`config.mk`:
```
export PLATFORM = sky130hd
export DESIGN_NAME = ingress_class_router
export DESIGN_NICKNAME = d
export VERILOG_FILES = /design/src/rtl/ingress_class_router_pkg.sv /design/src/rtl/ingress_class_router_sat_counter.sv /design/src/rtl/ingress_class_router.sv
export SDC_FILE = /design/constraint.sdc
export NUM_CORES = 1
export LEC_CHECK = 0
export BUFFER_PORTS_ARGS = -buffer_cell sky130_fd_sc_hd__buf_4
export CORE_MARGIN = 1.5
export CORE_UTILIZATION = 25
export CTS_CLUSTER_DIAMETER = 200
export DETAILED_ROUTE_END_ITERATION = 12
export GPL_ROUTABILITY_DRIVEN = 0
export PLACE_DENSITY = 0.43
export SLEW_MARGIN = 40
export SYNTH_ARGS = -nofsm -noshare
export SYNTH_HDL_FRONTEND = slang
export SYNTH_SLANG_ARGS = --single-unit
```
`constraint.sdc`:
```
create_clock -name clk -period 3.89 [get_ports clk]
set_input_delay 0.1945 -clock clk [delete_from_list [all_inputs] [get_ports clk]]
set_output_delay 0.1945 -clock clk [all_outputs]
set_load 0.1 [all_outputs]
```
`src/rtl/ingress_class_router_pkg.sv`:
```
`default_nettype none
// ============================================================================
// Module      : ingress_class_router_pkg
// Description : Shared definitions for the ingress class router: default
//               word and counter widths, class field position and the class
//               index constants naming the four input FIFOs.
// Revision    : 1.0 - initial release
// ============================================================================
package ingress_class_router_pkg;

  // Default widths
  localparam int DATA_W_DEFAULT = 10;
  localparam int CNT_W_DEFAULT  = 5;

  // Class field sits in the top two bits of a default-width word
  localparam int CLS_W   = 2;
  localparam int CLS_MSB = DATA_W_DEFAULT - 1;
  localparam int CLS_LSB = DATA_W_DEFAULT - CLS_W;
  localparam int NUM_CLS = 4;

  typedef logic [CLS_W-1:0] cls_t;

  // Class index of each destination FIFO
  localparam cls_t CLS_F0 = 2'd0;
  localparam cls_t CLS_F1 = 2'd1;
  localparam cls_t CLS_F2 = 2'd2;
  localparam cls_t CLS_F3 = 2'd3;

endpackage : ingress_class_router_pkg
`default_nettype wire

```
`src/rtl/ingress_class_router_sat_counter.sv`:
```
`default_nettype none
// ============================================================================
// Module      : sat_counter
// Description : Enable-driven up counter that sticks at its maximum value.
//               Asynchronous active-low clear.
// Ports       : clk    - clock, rising edge
//               reset  - asynchronous clear, active low
//               en     - count one step when high
//               count  - current counter value
// Revision    : 1.0 - initial release
// ============================================================================
module sat_counter #(
  parameter int WIDTH = 5
) (
  input  logic             clk,
  input  logic             reset,
  input  logic             en,
  output logic [WIDTH-1:0] count
);

  logic [WIDTH-1:0] r_count;

  always_ff @(posedge clk or negedge reset) begin
    if (!reset) begin
      r_count <= '0;
    end else if (en && (r_count != {WIDTH{1'b1}})) begin
      r_count <= r_count + 1'b1;
    end
  end

  assign count = r_count;

endmodule : sat_counter
`default_nettype wire

```
`src/rtl/ingress_class_router.sv`:
```
`default_nettype none
// ============================================================================
// Module      : ingress_class_router
// Description : Steers a valid/ready word stream into four input FIFOs by the
//               class field in the top two bits of each word. A one-entry
//               holding register absorbs almost-full backpressure; per-class
//               saturating push counters can be read back on request.
// Ports       : clk, reset (async active low)
//               in_valid / in_data / in_ready   - upstream handshake
//               almost_full_F0..F3              - FIFO backpressure flags
//               push_F0..F3 / push_data         - FIFO push strobes and word
//               req_count / req_idx             - counter read request
//               count_out / count_valid         - counter read response
//               idle                            - nothing held, nothing offered
// Revision    : 1.0 - initial release
// ============================================================================
module ingress_class_router
  import ingress_class_router_pkg::*;
#(
  parameter int DATA_W = DATA_W_DEFAULT,
  parameter int CNT_W  = CNT_W_DEFAULT
) (
  input  logic              clk,
  input  logic              reset,
  input  logic              in_valid,
  input  logic [DATA_W-1:0] in_data,
  output logic              in_ready,
  input  logic              almost_full_F0,
  input  logic              almost_full_F1,
  input  logic              almost_full_F2,
  input  logic              almost_full_F3,
  output logic              push_F0,
  output logic              push_F1,
  output logic              push_F2,
  output logic              push_F3,
  output logic [DATA_W-1:0] push_data,
  input  logic              req_count,
  input  logic [1:0]        req_idx,
  output logic [CNT_W-1:0]  count_out,
  output logic              count_valid,
  output logic              idle
);

  // Class field tracks the top of the word when DATA_W is overridden
  localparam int c_CLS_MSB = DATA_W - DATA_W_DEFAULT + CLS_MSB;
  localparam int c_CLS_LSB = DATA_W - DATA_W_DEFAULT + CLS_LSB;

  logic              r_active;
  logic              r_hold_valid;
  logic [DATA_W-1:0] r_hold_word;
  logic [CNT_W-1:0]  r_count_out;
  logic              r_count_valid;

  logic [NUM_CLS-1:0] w_af;
  logic [NUM_CLS-1:0] w_push;
  logic [CNT_W-1:0]   w_cnt [NUM_CLS];
  cls_t               w_dest;
  logic               w_fire;
  logic               w_ready;
  logic               w_accept;

  // Active is low in reset and rises on the first edge after release, which
  // keeps in_ready low until the block has seen a clean clock.
  always_ff @(posedge clk or negedge reset) begin
    if (!reset) begin
      r_active <= 1'b0;
    end else begin
      r_active <= 1'b1;
    end
  end

  assign w_af     = {almost_full_F3, almost_full_F2, almost_full_F1, almost_full_F0};
  assign w_dest   = r_hold_word[c_CLS_MSB:c_CLS_LSB];
  assign w_fire   = r_hold_valid & ~w_af[w_dest];
  // Pass-through ready: a draining holding register can be refilled on the
  // same edge, giving one word per cycle.
  assign w_ready  = r_active & (~r_hold_valid | w_fire);
  assign w_accept = in_valid & w_ready;

  always_ff @(posedge clk or negedge reset) begin
    if (!reset) begin
      r_hold_valid <= 1'b0;
      r_hold_word  <= '0;
    end else if (w_accept) begin
      r_hold_valid <= 1'b1;
      r_hold_word  <= in_data;
    end else if (w_fire) begin
      r_hold_valid <= 1'b0;
    end
  end

  generate
    for (genvar k = 0; k < NUM_CLS; k++) begin : g_cls
      assign w_push[k] = w_fire & (w_dest == cls_t'(k));

      sat_counter #(
        .WIDTH (CNT_W)
      ) u_cnt (
        .clk   (clk),
        .reset (reset),
        .en    (w_push[k]),
        .count (w_cnt[k])
      );
    end
  endgenerate

  // Read samples the counters before this edge's increment lands.
  always_ff @(posedge clk or negedge reset) begin
    if (!reset) begin
      r_count_out   <= '0;
      r_count_valid <= 1'b0;
    end else begin
      r_count_valid <= req_count;
      if (req_count) begin
        r_count_out <= w_cnt[req_idx];
      end
    end
  end

  assign push_F0     = w_push[CLS_F0];
  assign push_F1     = w_push[CLS_F1];
  assign push_F2     = w_push[CLS_F2];
  assign push_F3     = w_push[CLS_F3];
  assign push_data   = r_hold_valid ? r_hold_word : '0;
  assign in_ready    = w_ready;
  assign count_out   = r_count_out;
  assign count_valid = r_count_valid;
  assign idle        = r_active & ~r_hold_valid & ~in_valid;

endmodule : ingress_class_router
`default_nettype wire

```
==> results.md <==
* Outcome: finished clean
* # fillers at 770
* CTS buffer count at 5
* CTS clk-pin slew, worst paths at 0.07 ns
* Clk_skew at 0.00528 ns
* Routed vias/inst at 4.35
* Pwr dens at 728 nW/µm²
* Post-route cell area at 2410 µm²
* CTS tree: yes
* H-Tree Depth at 2
* Final Instance Count excl. Fillers at 281
* CTS Sinks at 38
* HP Class: input port to flop
* Unrepaired setup endpoints after global routing: no
* Row Count at 31
* Remaining DRCs at 0
* DP Area at 2310 µm²
* Critical path class: flop to primary output
* Mapped Cells at 137
* Layout cells sized above 1 at 0.434
* Area delta synth->final at 27.0%
* Post-CTS Setup Inserts at 0
* WP data required at 3.70 ns
* Avg WL per Cell at 13.9 µm
* Fin crit share at 0.530
* Tot Pwr at 1750 µW
* Leak Pwr at 0.00121 µW
* Syn Std Cell Area at 1900 µm²
* Synth Area per Inst at 13.8 µm²
* Worst-path fanout max at 8
* Slew margin rel. at 0.612
* Antenna violations before repair at 0
* Core box area at 7290 µm²
* Final setup viols at 0
* Synth cell types at 29
* Die height at 90.1 µm
* Largest net degree at the start of global routing at 39
* Pre-Repair DR Iteration Count at 4
* # IOs at 42
* TNS Setup at 0 ns
* Worst vdd ir at 326 µV
* DRT antenna net count at 0
* Clock root cell: clkbuf_8
* I/O Buffers at 41
* Grt ovf at 0
* Max cap viols at 0
* Synth Net Count at 165
* Nets at 211
* Slew @ Worst Pin at 0.581 ns
* Post-Place Cells at 274
* Number of antenna diodes at 0
* First-pass GRT wire length at 6820 µm
* Post-cts sizing count at 0
* Clock period minus worst slack at 2.06 ns
* Ys Warns at 0
* Yosys reg bits at 38
* DR iter-0 viols at 42
* Total track usage at 0.107
* Initial Util at 0.260
* CP arrival at 1.87 ns
* Crit end category: primary output
* Commonest non-fill, non-tap cell in the layout: buf_4
* Sequential element share of the synthesized area at 0.502
* Final Core Density at 0.330
* CTS max path bufs at 2
* Worst setup SP type: flop
* Final Max Slew Viols at 0
* Die X at 90.1 µm
* Most frequent cells in the layout: buf_4, dfrtp_1, mux2_2
* Vias in the first global route at 1342
* Routed Wire Length at 3910 µm
* Final hold vios at 0
* DP Wirelength at 2930 µm
* Die area at 8110 µm²
* Fmax at 485 MHz
* Clk Latency, worst-skew pair at 0.29 ns
* Total number of vias at 1222
## metal layers
metal,part of all wire,GRT usage,vias up
met5,0,0,-
met4,0.018,0.0476,0
met3,0.051,0.0288,7
met2,0.46,0.166,40
met1,0.47,0.139,592
li1,-,-,583
## kinds of logic (layout without fill, tap and decap cells)
family | Yosys count | after routing | share of synthesized area
other cells | 1 | 1 | 0.00198
mux | 29 | 29 | 0.220
fa+ha+maj | 8 | 8 | 0.0528
flops | 38 | 38 | 0.502
buf+inv | 5 | 50 | 0.0139
compound gates | 5 | 5 | 0.0211
xor+xnor | 12 | 12 | 0.0554
simple gates | 39 | 39 | 0.133
## power by group
part	total (µW)	internal [µW]	switching [µW]	leakage, µW
clock network	267	137	131	0.0000431
registers	658	520	137	0.000478
logic	827	273	554	0.000688
total	1750	930	821	0.00121
## cells in the mapped netlist
master     number  share of area
nand3_1         4          0.011
conb_1          1         0.0020
nor4b_1         1         0.0046
and4bb_2        1         0.0066
and3_1          4          0.013
a21bo_2         1         0.0053
inv_1           2         0.0040
nor2_1          2         0.0040
dfrtp_1        38           0.50
o21ai_0         1         0.0026
nor3_1          2         0.0053
a22oi_1         2         0.0079
nand2_1         2         0.0040
mux2_2         15          0.089
mux2_4          9          0.071
xnor2_1         2         0.0092
xor2_1         10          0.046
ha_1            8          0.053
a221o_1         1         0.0053
mux4_2          5          0.059
and2_1         11          0.036
nand4bb_1       1         0.0059
nor3b_1         5          0.020
nand4b_1        1         0.0046
nand3b_1        2         0.0079
and2b_1         1         0.0040
clkbuf_1        2         0.0040
nor2b_1         2         0.0066
buf_6           1         0.0059
## repair_timing
item / 4_1_cts / 5_1_grt
hold endpoints to repair: 38 / 0
endpoints found under the setup margin: 0 / 0
hold buffers: 1 / 0
## state kept, by name (all words and copies together) (netlist names)
register and flops:
r_active 1, r_hold_valid 1, g_cls.u_cnt.count 20, r_hold_word 10, count_out 5, count_valid 1
## worst max-delay path, cell delays in order, from the launching register on
cell and delay, ns:
dfrtp_1 0.49, mux2_2 0.39, a22oi_1 0.25, and2_1 0.17, buf_4 0.28
## worst paths after layout
path / startpoint / end / slack, ns / cells after the start
worst min-delay path: req_count / count_valid / 0.07 / 1
max in group asynchronous: reset / g_cls[3].u_cnt.count[4] / 3.12 / 2
worst min register to register: g_cls[3].u_cnt.count[3] / g_cls[3].u_cnt.count[3] / 0.49 / 1
min in group asynchronous: reset / g_cls[0].u_cnt.count[2] / 0.42 / 2
worst max register to register: r_hold_word[9] / r_hold_word[7] / 1.94 / 3
worst max-delay path: r_hold_word[9] / in_ready / 1.83 / 4
## final cells by class
type / count / area, µm² / area share
clock buffers: 6 / 82.6 / 0.0343
well taps: 99 / 124 / 0.0515
flip-flops and latches: 38 / 951 / 0.395
multi-input cells: 94 / 925 / 0.384
inverters: 2 / 7.51 / 0.00312
repair buffers: 42 / 318 / 0.132
## metrics by stage
| stage | setup slack [ns] | hold WS, ns |
|---|---|---|
| final | 1.83 | 0.0670 |
| after global routing | 1.71 | 0.0603 |
| after CTS | 1.81 | 0.0578 |
| after detailed placement | 1.95 | 0.202 |
| after global placement | 1.99 | 0.199 |
| after floorplan | 0.811 | -0.101 |
(Power assumes the default switching activity.)
